**config.mk**
```make
export PLATFORM = sky130hd
export DESIGN_NAME = cell_plotter
export DESIGN_NICKNAME = d
export VERILOG_FILES = /design/src/rtl/cell_plotter.sv
export SDC_FILE = /design/constraint.sdc
export NUM_CORES = 1
export LEC_CHECK = 0
export BUFFER_PORTS_ARGS = -buffer_cell sky130_fd_sc_hd__clkbuf_2
export CAP_MARGIN = 20
export CORE_MARGIN = 10
export CORE_UTILIZATION = 25
export DETAILED_ROUTE_END_ITERATION = 12
export GPL_TIMING_DRIVEN = 0
export PLACE_DENSITY_LB_ADDON = 0.15
export SYNTH_ARGS = -nofsm -noshare
export SYNTH_HDL_FRONTEND = slang
export SYNTH_SLANG_ARGS = --single-unit
```
**constraint.sdc**
```tcl
create_clock -name clock -period 8.7 [get_ports clock]
set_clock_uncertainty 0.15 [all_clocks]
set_input_delay 0.87 -clock clock [delete_from_list [all_inputs] [get_ports clock]]
set_output_delay 0.87 -clock clock [all_outputs]
set_load 0.01 [all_outputs]
```
**src/rtl/cell_plotter.sv**
```systemverilog
// Cell plotter: queues cell-update requests and expands each into a block
// of pixel writes for the vga_adapter, with an on-demand black grid fill.
module cell_plotter #(
    parameter int CELL_SIZE  = 4,
    parameter int GRID_DIM   = 4,
    parameter int ORIGIN_X   = 0,
    parameter int ORIGIN_Y   = 0,
    parameter int FIFO_DEPTH = 16
) (
    input  logic       clock,
    input  logic       reset_n,
    input  logic       in_valid,
    output logic       in_ready,
    input  logic [7:0] in_x,
    input  logic [7:0] in_y,
    input  logic [2:0] in_color,
    input  logic       clear,
    output logic [7:0] vga_x,
    output logic [7:0] vga_y,
    output logic [2:0] vga_colour,
    output logic       vga_plot,
    output logic       busy
);

    localparam int AW = $clog2(FIFO_DEPTH);
    localparam logic [AW:0] DEPTH     = FIFO_DEPTH[AW:0];
    localparam logic [7:0]  CS_LAST   = 8'(CELL_SIZE - 1);
    localparam logic [7:0]  GRID_LAST = 8'(GRID_DIM * CELL_SIZE - 1);
    localparam logic [8:0]  GRID_LIM  = 9'(GRID_DIM);

    typedef enum logic [1:0] {
        IDLE,
        LOAD,
        PLOT,
        CLEAR
    } state_t;

    state_t state_q, state_d;

    logic [18:0]   mem_q [FIFO_DEPTH];
    logic [AW-1:0] wptr_q, wptr_d;
    logic [AW-1:0] rptr_q, rptr_d;
    logic [AW:0]   count_q, count_d;

    logic       clear_pending_q, clear_pending_d;
    logic [7:0] base_x_q, base_x_d;
    logic [7:0] base_y_q, base_y_d;
    logic [2:0] color_q, color_d;
    logic [7:0] dx_q, dx_d;
    logic [7:0] dy_q, dy_d;

    logic [7:0] vga_x_q, vga_x_d;
    logic [7:0] vga_y_q, vga_y_d;
    logic [2:0] vga_colour_q, vga_colour_d;
    logic       vga_plot_q, vga_plot_d;

    logic       push, pop, empty;
    logic [7:0] head_x, head_y, last;
    logic [2:0] head_c;

    assign in_ready   = (count_q != DEPTH);
    assign empty      = (count_q == '0);
    assign push       = in_valid && in_ready;
    assign pop        = (state_q == LOAD);
    assign head_x     = mem_q[rptr_q][18:11];
    assign head_y     = mem_q[rptr_q][10:3];
    assign head_c     = mem_q[rptr_q][2:0];
    assign busy       = !(state_q == IDLE && empty && !clear_pending_q);
    assign vga_x      = vga_x_q;
    assign vga_y      = vga_y_q;
    assign vga_colour = vga_colour_q;
    assign vga_plot   = vga_plot_q;

    always_comb begin
        wptr_d  = push ? wptr_q + 1'b1 : wptr_q;
        rptr_d  = pop ? rptr_q + 1'b1 : rptr_q;
        count_d = count_q;
        if (push && !pop) begin
            count_d = count_q + 1'b1;
        end else if (pop && !push) begin
            count_d = count_q - 1'b1;
        end
    end

    always_comb begin
        state_d         = state_q;
        clear_pending_d = clear_pending_q | clear;
        base_x_d        = base_x_q;
        base_y_d        = base_y_q;
        color_d         = color_q;
        dx_d            = dx_q;
        dy_d            = dy_q;
        last            = (state_q == CLEAR) ? GRID_LAST : CS_LAST;

        unique case (state_q)
            IDLE: begin
                if (clear_pending_q) begin
                    // a pulse arriving now re-arms the next fill
                    state_d         = CLEAR;
                    clear_pending_d = clear;
                    base_x_d        = 8'(ORIGIN_X);
                    base_y_d        = 8'(ORIGIN_Y);
                    color_d         = 3'b000;
                    dx_d            = 8'd0;
                    dy_d            = 8'd0;
                end else if (!empty) begin
                    state_d = LOAD;
                end
            end
            LOAD: begin
                color_d = head_c;
                if ({1'b0, head_x} < GRID_LIM && {1'b0, head_y} < GRID_LIM) begin
                    state_d  = PLOT;
                    base_x_d = 8'(ORIGIN_X) + 8'(32'(head_x) * CELL_SIZE);
                    base_y_d = 8'(ORIGIN_Y) + 8'(32'(head_y) * CELL_SIZE);
                    dx_d     = 8'd0;
                    dy_d     = 8'd0;
                end else begin
                    state_d = IDLE;
                end
            end
            PLOT, CLEAR: begin
                if (dx_q == last) begin
                    dx_d = 8'd0;
                    if (dy_q == last) begin
                        state_d = IDLE;
                    end else begin
                        dy_d = dy_q + 8'd1;
                    end
                end else begin
                    dx_d = dx_q + 8'd1;
                end
            end
            default: begin
                state_d = IDLE;
            end
        endcase

        // outputs follow the state being entered, so they line up with it
        vga_plot_d   = (state_d == PLOT) || (state_d == CLEAR);
        vga_x_d      = vga_plot_d ? base_x_d + dx_d : vga_x_q;
        vga_y_d      = vga_plot_d ? base_y_d + dy_d : vga_y_q;
        vga_colour_d = vga_plot_d ? color_d : vga_colour_q;
    end

    always_ff @(posedge clock) begin
        if (push) begin
            mem_q[wptr_q] <= {in_x, in_y, in_color};
        end
    end

    always_ff @(posedge clock or negedge reset_n) begin
        if (!reset_n) begin
            state_q         <= IDLE;
            wptr_q          <= '0;
            rptr_q          <= '0;
            count_q         <= '0;
            clear_pending_q <= 1'b0;
            base_x_q        <= 8'd0;
            base_y_q        <= 8'd0;
            color_q         <= 3'b000;
            dx_q            <= 8'd0;
            dy_q            <= 8'd0;
            vga_x_q         <= 8'd0;
            vga_y_q         <= 8'd0;
            vga_colour_q    <= 3'b000;
            vga_plot_q      <= 1'b0;
        end else begin
            state_q         <= state_d;
            wptr_q          <= wptr_d;
            rptr_q          <= rptr_d;
            count_q         <= count_d;
            clear_pending_q <= clear_pending_d;
            base_x_q        <= base_x_d;
            base_y_q        <= base_y_d;
            color_q         <= color_d;
            dx_q            <= dx_d;
            dy_q            <= dy_d;
            vga_x_q         <= vga_x_d;
            vga_y_q         <= vga_y_d;
            vga_colour_q    <= vga_colour_d;
            vga_plot_q      <= vga_plot_d;
        end
    end

endmodule

```
---- Word-level counts from Yosys, hierarchy flattened ----
Memory sizes are Yosys's and may differ from the RTL's.
Index checks and enable logic that the tools add are counted.
cells by class
  $lt $le $gt $ge ......................... 2
  $add $sub $neg .......................... 8
  equal/unequal tests ..................... 8
  mux-type cells .......................... 30
  bitwise gates (word level) .............. 1
  reduce and logical (&&, ||, !) cells .... 15
operators with widths
  kind                   count
  $mux W8                11
  $pmux W8 S3            2
  $pmux W8 S2            2
  $add A8 B1 Y8 const B  2
  $add A8 B8 Y8          2
  $eq A8 B4 Y1           2
  $lt A8 B3 Y1 const B   2
  $mux W2                5
  $mux W5                2
  $add A4 B1 Y4 const B  2
  $eq A2 B2 Y1 const B   4
  $logic_and A1 B1 Y1    6
  $pmux W2 S3            1
  $pmux W3 S2            1
  $add A5 B1 Y5 const B  1
  $logic_not A5 Y1       1
  $ne A5 B5 Y1 const B   1
  $sub A5 B1 Y5 const B  1
  $logic_not A1 Y1       4
  $mux W1                4
  $mux W4                1
  $mux W3                1
  $eq A2 B1 Y1 const B   1
  $logic_not A2 Y1       1
  other kinds (4)        4
storage, ports and cells
  memory bits (writable) .................. 304
  memories kept ........................... 1
  output and inout bits ................... 22
  logic and storage cells ................. 79
  bits in registers ....................... 71
  input port bits ......................... 23
memories
  memory  depth  width  rd ports  clocked after Yosys merged registers in  wr ports  line  RTL
  mem_q   16     19     1         0                                        1         40    logic [18:0] mem_q [FIFO_DEPTH];

---- Depth between registers and ports, before layout ----
Gate-level depths: netlist of run 1.
  word-level depth ........................ 8
  depth in mapped cells ................... 23
  gate-level depth less buffers ........... 19

---- Least setup slack after synthesis of run 1 ----
OpenSTA, ideal clock, no wires.
  path kind ............................... reg2reg
  from .................................... register rptr_q[0]
  to ...................................... register vga_y_q[7], in the netlist vga_y[7]
  stages on the path, launching flop included .. 20
  path buffers ............................ 2
  library setup time ...................... 0.080 ns
  period minus slack after synthesis ...... 4.201 ns
  required time ........................... 8.470 ns
  setup slack ............................. 4.499 ns
  arrival time ............................ 3.971 ns
  path through ............................ dfrtp_1 buf_6 mux4_2 mux2i_1 a21oi_1 nor4_4 a31oi_2 or2_4 clkbuf_1 nand2_1 inv_2 ha_1 a21o_1 a21oi_1 nor2b_1 o21ai_0 a21oi_1 o211a_1 o211a_1 nor3_2
between the ends
  elaborated cells on any way between the ends .. 14
  classes of those cells .................. add/sub: 1; order compare: 2; eq/ne: 2; mux: 6; reduce/logical: 2; memory: 1
RTL lines
  item                    line  RTL
  from (decl)             42    logic [AW-1:0] rptr_q, rptr_d;
  from (signal assigned)  171   rptr_q <= rptr_d;
  $mem_v2 Z16 W19 *       --
  $lt A8 B3 Y1            112   if ({1'b0, head_x} < GRID_LIM && {1'b0, head_y} < GRID_LIM) begin
  $logic_and A1 B1 Y1 *   112
  $mux W8 *               112
  $pmux W8 S2 *           95    unique case (state_q)
  via base_y_d[1]         47    logic [7:0] base_y_q, base_y_d;
  $add A8 B8 Y8 *         142   vga_y_d = vga_plot_d ? base_y_d + dy_d : vga_y_q;
  to (signal assigned)    180   vga_y_q <= vga_y_d;
  to (decl)               53    logic [7:0] vga_y_q, vga_y_d;
The timed path passes the listed nets; every way through them passes the cells marked *.
A chain may end at the register's enable or synchronous reset.

---- Worst setup path in the final report of run 1 ----
  from .................................... register rptr_q[2]
  to ...................................... register vga_y_q[7], in the netlist vga_y[7]
The elaborated chain is that of the path after synthesis.

==> results of run 1 <==
[area by class of cell]
cell class                 instances  area [sq um]  area share
buffer                            32           188      0.0106
clock buffer                      50          1080      0.0613
multi-input combinational        439          3640       0.206
tap                              765           957      0.0542
timing repair buffer              64           543      0.0308
clock inverter                    25           289      0.0164
inverter                          13          48.8     0.00276
sequential                       375         10900       0.618
[placed cells by master (no fill, tap or decap), types with 7 or more instances in the layout]
| master | synthesis | final |
|---|---|---|
| edfxtp_1 | 304 | 304 |
| dfrtp_1 | 71 | 71 |
| clkbuf_2 | 0 | 43 |
| nor2_1 | 54 | 42 |
| clkbuf_16 | 0 | 42 |
| mux4_2 | 41 | 41 |
| a21oi_1 | 38 | 38 |
| nand2_1 | 37 | 37 |
| nor4_1 | 32 | 32 |
| ha_1 | 25 | 25 |
| o21ai_0 | 22 | 22 |
| xnor2_1 | 18 | 18 |
| clkbuf_1 | 9 | 17 |
| buf_6 | 7 | 15 |
| nand4_1 | 14 | 14 |
| and2_1 | 13 | 13 |
| inv_1 | 12 | 12 |
| nor2b_1 | 12 | 12 |
| nor3_1 | 15 | 11 |
| nor2_2 | 0 | 10 |
| buf_2 | 9 | 9 |
| nand2b_1 | 9 | 9 |
| clkinv_1 | 0 | 9 |
| xor2_1 | 8 | 8 |
| a22o_1 | 8 | 8 |
| buf_8 | 0 | 8 |
| nand3_1 | 7 | 7 |
| and3_1 | 7 | 7 |
| a21o_1 | 7 | 7 |
| clkinv_2 | 0 | 7 |
[cells by family (layout without fill, tap and decap cells)]
kind of cell    after synthesis  after routing  share of synthesized area
compound gates              113            113                     0.0507
flops                       375            375                      0.741
mux                          56             56                     0.0737
simple gates                216            216                     0.0779
buf+inv                      45            184                     0.0161
fa+ha+maj                    28             28                     0.0253
xor+xnor                     26             26                     0.0155
[metal layers]
layer | vias to the layer above | part of all wire | track usage
li1 | 3588 | - | -
met1 | 4083 | 0.48 | 0.143
met4 | 2 | 0.019 | 0.0287
met2 | 121 | 0.46 | 0.162
met3 | 59 | 0.039 | 0.0213
met5 | - | 0.00036 | 0
[flip-flops by register name (all words and copies together) (netlist names)]
| signal | count |
|---|---|
| vga_y | 8 |
| vga_colour | 3 |
| wptr_q | 4 |
| count_q | 5 |
| mem_q | 304 |
| dy_q | 8 |
| dx_q | 8 |
| vga_plot | 1 |
| vga_x | 8 |
| color_q | 3 |
| clear_pending_q | 1 |
| state_q | 2 |
| base_x_q | 8 |
| base_y_q | 8 |
| rptr_q | 4 |
[path summary, 6_finish.rpt]
| kind | from | end | slack, ns |
|---|---|---|---|
| setup / recovery | rptr_q[2] | vga_y[7] | 3.07 |
| hold / removal | reset_n | count_q[0] | 0.15 |
| setup reg to reg | rptr_q[2] | vga_y[7] | 3.07 |
| hold reg to reg | base_y_q[0] | base_y_q[0] | 0.33 |
| max in group asynchronous | reset_n | vga_x[3] | 7.68 |
| min in group clock | base_y_q[0] | base_y_q[0] | 0.33 |
[stage by stage]
step | hold WS, ns | setup slack [ns]
global placement | 0.322 | 2.88
global route | 0.166 | 2.68
floorplan | 0.304 | 4.50
CTS | 0.138 | 2.98
detailed placement | 0.326 | 3.00
finish | 0.147 | 3.07
[power groups by stage]
stage | clock [mW] | combinational [mW] | sequential [mW]
final | 1.76 | 0.359 | 2.15
after global routing | 1.89 | 0.401 | 2.17
after CTS | 1.82 | 0.370 | 2.16
after detailed placement | 0 | 0.368 | 2.19
after global placement | 0 | 0.306 | 2.20
after floorplan | 0 | 0.185 | 2.18
==> impl_metrics.json, run 1 <==
{
  "drive_gt1_frac": 0.216,
  "fillers": 5685,
  "critPathKind": "register to register",
  "synth_edf_count": 304,
  "hold_path_class": "input port to async pin",
  "final_util": 0.304,
  "p_sw_frac": 0.235,
  "post_cts_resized": 0,
  "maxCapViolations": 0,
  "cts_hold_buf": 0,
  "required_ns": 9.00,
  "rr_worst_depth": 20,
  "io_buffers": 44,
  "final_cell_area_sq_um": 17600,
  "cts_setup_buffers": 0,
  "hold_violations": 0,
  "dp.cells": 1688,
  "worst_pin_slew_ns": 0.943,
  "slowest_delay_ns": 0.77,
  "slew_viol_final": 0,
  "p_clk_frac": 0.412,
  "routed_via_density": 4.45,
  "synth.largest_area_cell": "edfxtp_1",
  "grt_pass1_vias": 8250,
  "outcome": "completed",
  "setup-violations-final": 0,
  "cts_root_buf": "clkbuf_16",
  "synth_area_sq_um": 14700,
  "synth.ff_latch_count": 375,
  "p_leak_nw": 6.10,
  "synth.top_cell.area_share": 0.620,
  "grt_max_degree": 41,
  "crit_fanout": 10,
  "diodes": 0,
  "drtIter0Drc": 441,
  "die_x_microns": 263,
  "clkSinkCount": 375,
  "ir_worst_vdd_v": 0.000141,
  "worstPathCellList": "buf_2, buf_1, clkbuf_1, a21oi_1, nor2_1, a31oi_2, or2_4, clkbuf_1, nand2_1, inv_2, ha_1, a21o_1, a21oi_1, nor2b_1, o21ai_0, a21oi_1, a21oi_1, a31o_2, o211a_1, nor3_2",
  "maxSlewHeadroom": 0.372,
  "grt_pass1_wl_mm": 54.8,
  "routed-via-count": 7853,
  "p_per_area_nw_per_um2": 242,
  "path_buf_inv": 5,
  "rsz0062_at_grt": "false",
  "async_reset_ff_frac": 0.189,
  "start_util": 0.254,
  "synthDistinctLibCells": 59,
  "syn-num-nets": 910,
  "clock_latency_ns": 0.57,
  "track_usage": 0.104,
  "power_switching_mw": 1.00,
  "die_area_sq_um": 69000,
  "slowest_stage": "clkbuf_1",
  "dpl.hpwl_mm": 23.8,
  "avgSynthCellArea_sq_um": 17.1,
  "fp.dieH_microns": 263,
  "drt-wirelength-per-cell_microns": 20.3,
  "layout_min_cycle_time_ns": 5.63,
  "crit_arrival_ns": 5.93,
  "gp_congestion": 0.712,
  "synthFlopType": "edfxtp_1",
  "setup_tns_ns": 0,
  "cts_buffer_depth": 3,
  "p_int_mw": 3.27,
  "ant_nets": 0,
  "yosys_warnings": 0,
  "synth_area_leaders": "edfxtp_1 (62%), dfrtp_1 (12%), mux4_2 (6.3%), ha_1 (2.1%), nor2_1 (1.4%)",
  "maxClockFrequency_mhz": 178,
  "cp.depth": 20,
  "endpoint_kind": "register",
  "clkTransAtPathRegs_ns": 0.06,
  "place_area_sq_um": 16300,
  "areaGrowthSynthToFinish_pct": 19.9,
  "netlist_instances": 859,
  "core_sq_um": 58000,
  "antenna_found_initial": 1,
  "fin_crit_sh": 0.647,
  "pwr-share-comb": 0.084,
  "htreeDepth": 2,
  "yosysMostFrequentCell": "edfxtp_1",
  "grt-ovfl-total": 0,
  "startpoint_type": "register",
  "numCtsBuffers": 42,
  "p_seq_frac": 0.504,
  "routed_wl_mm": 35.8,
  "drc": 0,
  "cp_common_cell": "a21oi_1",
  "ios": 45,
  "power_mw": 4.27,
  "critPathTopFamily": "buffers and inverters",
  "dr.pass1.iters": 4,
  "final_nets": 1018,
  "ys_seq_area_frac": 0.741,
  "final_cells": 1763,
  "tritoncts": "built",
  "ys_top_cells_by_count": "edfxtp_1 (304), dfrtp_1 (71), nor2_1 (54)",
  "rows": 88
}
No activity file was read; power rests on OpenSTA's default activity.
==> run 2, diff against run 1 <==
- clock period: 8.7 -> 5.08 ns (I/O delays scaled with it)
==> impl_metrics.json, run 2 (same netlist as run 1, synthesis figures left out) <==
{
  "outcome": "completed",
  "grt_pass1_vias": 8299,
  "dr.pass1.iters": 5,
  "hold_path_class": "input port to register",
  "drc": 0,
  "slowest_delay_ns": 0.53,
  "clock_latency_ns": 0.57,
  "path_buf_inv": 5,
  "power_switching_mw": 1.72,
  "maxClockFrequency_mhz": 213,
  "tritoncts": "built",
  "antenna_found_initial": 1,
  "maxSlewHeadroom": 0.405,
  "endpoint_kind": "register",
  "diodes": 0,
  "final_cell_area_sq_um": 17800,
  "finalWorstSetupSlack_ns": 0.395,
  "routed_via_density": 4.45,
  "start_util": 0.254,
  "cts_buffer_depth": 3,
  "whs_ns": 0.215,
  "layout_common_cells": "edfxtp_1 (304), dfrtp_1 (70), clkbuf_2 (44), clkbuf_16 (42)",
  "rsz0062_at_grt": "false",
  "hold_violations": 0,
  "critPathKind": "register to register",
  "htreeDepth": 2,
  "layout_commonest_cell": "edfxtp_1",
  "startpoint_type": "register",
  "clkTransAtPathRegs_ns": 0.06,
  "drt-wirelength-per-cell_microns": 20.3,
  "layout_min_cycle_time_ns": 4.68,
  "largest_reg_flops": 304,
  "gp_congestion": 0.712,
  "cp_common_cell": "buf_4",
  "clkSinkCount": 375,
  "cts_root_buf": "clkbuf_16",
  "crit_fanout": 10,
  "routed-via-count": 7874,
  "worstPathCellList": "buf_2, buf_4, buf_4, buf_2, buf_4, mux4_2, mux4_2, a22o_1, ha_1, a21oi_2, nor2b_1, o21ai_2, a21oi_2, nor2_1, a21oi_1, o211a_1, nor3_2",
  "rows": 88,
  "worst_pin_slew_ns": 0.892,
  "routed_wl_mm": 35.9,
  "slew_viol_final": 0,
  "p_int_mw": 5.60,
  "p_sw_frac": 0.235,
  "ant_nets": 0,
  "areaGrowthSynthToFinish_pct": 20.9,
  "p_seq_frac": 0.504,
  "required_ns": 5.37,
  "die_area_sq_um": 69000,
  "drtIter0Drc": 443,
  "grt_max_degree": 41,
  "setup_tns_ns": 0,
  "drive_gt1_frac": 0.232,
  "ir_worst_vdd_v": 0.000242,
  "die_x_microns": 263,
  "io_buffers": 44,
  "maxCapViolations": 0,
  "numCtsBuffers": 42,
  "p_clk_frac": 0.412,
  "ios": 45,
  "post-place-ws_ns": -0.619,
  "pwr-share-comb": 0.084,
  "grt-ovfl-total": 0,
  "slowest_stage": "mux4_2",
  "fin_crit_sh": 0.922,
  "setup-violations-final": 0,
  "final_util": 0.307,
  "critPathTopFamily": "buffers and inverters",
  "track_usage": 0.104,
  "fp.dieH_microns": 263,
  "p_per_area_nw_per_um2": 412,
  "grt_pass1_wl_mm": 54.8,
  "crit_arrival_ns": 4.97,
  "p_leak_nw": 6.14,
  "place_area_sq_um": 16300,
  "regMostFlops": "mem_q",
  "core_sq_um": 58000,
  "dpl.hpwl_mm": 23.8,
  "final_nets": 1023
}
run 2: changes by cell type in the layout (fill, tap and decap cells not counted), moves of 3 or more:
cell and delta:
a21oi_1 -3, a21oi_2 +3, o21ai_0 -4, buf_2 -5, buf_4 +8
run 2: per-stage QoR:
step	instances	power, mW
detailed placement	1688	4.38
CTS	1766	7.44
floorplan	859	4.05
global placement	1668	4.29
finish	1768	7.32
global route	1768	7.65
run 2: routing by layer:
layer / part of all wire / up-vias / wire, microns / track usage
li1: - / 3595 / - / -
met1: 0.48 / 4085 / 17300 / 0.143
met2: 0.46 / 133 / 16400 / 0.162
met3: 0.040 / 59 / 1440 / 0.0207
met4: 0.019 / 2 / 688 / 0.0291
met5: 0.00036 / - / 13 / 0
run 2: power groups by stage:
| stage | clock network, mW | logic, mW | registers, mW |
|---|---|---|---|
| global route | 3.24 | 0.691 | 3.71 |
| floorplan | 0 | 0.316 | 3.74 |
| global placement | 0 | 0.524 | 3.77 |
| detailed placement | 0 | 0.630 | 3.75 |
| CTS | 3.12 | 0.636 | 3.69 |
| finish | 3.01 | 0.619 | 3.69 |
run 2: path summary, 6_finish.rpt:
check / startpoint / end / slack [ns] / cells after the start
setup reg to reg: rptr_q[1] / vga_x[7] / 0.40 / 17
max in group asynchronous: reset_n / vga_x[3] / 3.86 / 3
min in group asynchronous: reset_n / count_q[0] / 0.35 / 2
setup / recovery: rptr_q[1] / vga_x[7] / 0.40 / 17
hold / removal: in_y[0] / mem_q[7][3] / 0.21 / 1
hold reg to reg: base_y_q[0] / base_y_q[0] / 0.33 / 1
run 2: timing repair:
item	in CTS	in global routing
pin swaps	1	4
hold endpoints to repair	32	0
setup endpoints to repair	6	5
setup buffers	2	2
hold buffers	2	0
resized for setup	12	22
run 2: area by class of cell:
cell class / count / area, sq um
clock buffer: 50 / 1080
timing repair buffer: 70 / 597
inverter: 13 / 48.8
clock inverter: 25 / 289
sequential: 375 / 10900
fill: 5680 / 40200
multi-input combinational: 439 / 3700
buffer: 31 / 205
tap: 765 / 957
==> run 3, diff against run 2 <==
- RECOVER_POWER: unset -> 100
==> impl_metrics.json, run 3 (same netlist as run 1, synthesis figures left out) <==
{
  "power_switching_mw": 1.69,
  "rows": 88,
  "drtIter0Drc": 423,
  "gp_congestion": 0.712,
  "setup-violations-final": 0,
  "p_leak_nw": 5.87,
  "grt_max_degree": 41,
  "drt-wirelength-per-cell_microns": 20.3,
  "dp.cells": 1688,
  "multi_input_area_sq_um": 3630,
  "ir_worst_vdd_v": 0.000243,
  "layout_commonest_cell": "edfxtp_1",
  "ant_nets": 0,
  "drc": 0,
  "worst_pin_slew_ns": 2.41,
  "cts_root_buf": "clkbuf_16",
  "routed_wl_mm": 35.9,
  "die_x_microns": 263,
  "core_sq_um": 58000,
  "maxSlewHeadroom": -0.611,
  "outcome": "complete, but fails checks",
  "p_per_area_nw_per_um2": 416,
  "routed_via_density": 4.44,
  "numCtsBuffers": 42,
  "maxClockFrequency_mhz": 211,
  "pwr-share-comb": 0.074,
  "fillers": 5750,
  "grt_pass1_vias": 8299,
  "dr.pass1.iters": 5,
  "cts_buffer_depth": 3,
  "finalWorstSetupSlack_ns": 0.335,
  "dpl.hpwl_mm": 23.8,
  "layout_common_cells": "edfxtp_1 (304), clkbuf_1 (80), dfrtp_1 (70), nor2_1 (53), clkbuf_16 (42)",
  "startpoint_type": "register",
  "regMostFlops": "mem_q",
  "crit_fanout": 10,
  "htreeDepth": 2,
  "final-seq-area_sq_um": 10900,
  "io_buffers": 44,
  "diodes": 0,
  "rr_worst_depth": 22,
  "tritoncts": "built",
  "p_clk_frac": 0.416,
  "hold_depth": 1,
  "p_sw_frac": 0.233,
  "post-place-ws_ns": -0.619,
  "fin_crit_sh": 0.934,
  "largest_reg_flops": 304,
  "crit_arrival_ns": 5.07,
  "final_util": 0.300,
  "slew_viol_final": 114,
  "die_area_sq_um": 69000,
  "antenna_found_initial": 1,
  "clock_latency_ns": 0.57,
  "clkTransAtPathRegs_ns": 0.06,
  "drive_gt1_frac": 0.150,
  "endpoint_kind": "register",
  "violations": "max-capacitance violations, max-slew violations",
  "final_nets": 1023,
  "hold_violations": 0,
  "rsz0062_at_grt": "false",
  "track_usage": 0.104,
  "hold_path_class": "input port to register",
  "areaGrowthSynthToFinish_pct": 18.3,
  "routed-via-count": 7855,
  "fp.dieH_microns": 263,
  "maxCapViolations": 4,
  "grt_pass1_wl_mm": 54.8,
  "final_cells": 1768,
  "ios": 45,
  "p_seq_frac": 0.510,
  "required_ns": 5.41,
  "grt-ovfl-total": 0,
  "layout_min_cycle_time_ns": 4.74,
  "start_util": 0.254,
  "clkSinkCount": 375,
  "critPathKind": "register to register",
  "p_int_mw": 5.56
}
run 3: power by group through the flow:
| stage | Clock [mW] | Combinational [mW] | Sequential, mW |
|---|---|---|---|
| final | 3.01 | 0.533 | 3.70 |
| after global routing | 3.24 | 0.605 | 3.72 |
| after CTS | 3.12 | 0.636 | 3.69 |
| after detailed placement | 0 | 0.630 | 3.75 |
| after global placement | 0 | 0.524 | 3.77 |
| after floorplan | 0 | 0.316 | 3.74 |
run 3: what timing repair did:
| action | CTS | global route |
|---|---|---|
| setup buffers | 2 | 2 |
| gates resized for setup | 12 | 22 |
| endpoints found under the setup margin | 6 | 5 |
| pin swaps | 1 | 4 |
| hold endpoints to repair | 32 | 0 |
| hold buffers | 2 | 0 |
run 3: final timing paths:
path,from,end,slack [ns]
min in group asynchronous,reset_n,count_q[0],0.84
setup / recovery,rptr_q[1],vga_y[7],0.34
setup reg to reg,rptr_q[1],vga_y[7],0.34
max in group asynchronous,reset_n,vga_x[3],1.06
hold / removal,in_y[0],mem_q[7][3],0.31
hold reg to reg,vga_y[6],vga_y[6],0.33
run 3: metal layers:
layer  vias up  global-route usage  wire length, microns
met4         2              0.0291                   694
met2       113               0.162                 16500
met5         -                   0                    13
met3        59              0.0207                  1280
met1      4085               0.143                 17500
li1       3596                   -                     -
run 3: critical path, cell delays in order, from the launching register on:
cell      delay (ns)
dfrtp_1         0.40
buf_2           0.27
buf_4           0.26
buf_4           0.24
a211oi_1        0.07
o21ai_1         0.36
nand2_1         0.17
nor2_4          0.25
a31oi_4         0.17
or2_4           0.32
buf_2           0.19
nand2_1         0.13
inv_1           0.07
ha_1            0.28
a21o_1          0.11
a21oi_1         0.08
nor2b_1         0.15
o21ai_2         0.09
a21oi_2         0.21
a21oi_1         0.06
a31o_2          0.22
o211a_1         0.22
nor3_1          0.16
run 3: layout make-up:
class	count	share of cell area
flip-flops and latches	375	0.627
multi-input cells	439	0.208
clock buffers	50	0.0621
well taps	765	0.0550
repair buffers	70	0.0178
clock inverters	25	0.0166
plain buffers	31	0.0109
inverters	13	0.00280
run 3: stage by stage:
step	cell area [sq um]	total power, mW	hold WS, ns	TNS [ns]
floorplan	14700	4.05	0.0624	0
global placement	15900	4.29	0.322	-2.59
detailed placement	16300	4.38	0.326	-2.10
CTS	17700	7.44	0.183	-0.0128
global route	17400	7.57	0.334	0
finish	17400	7.24	0.315	0
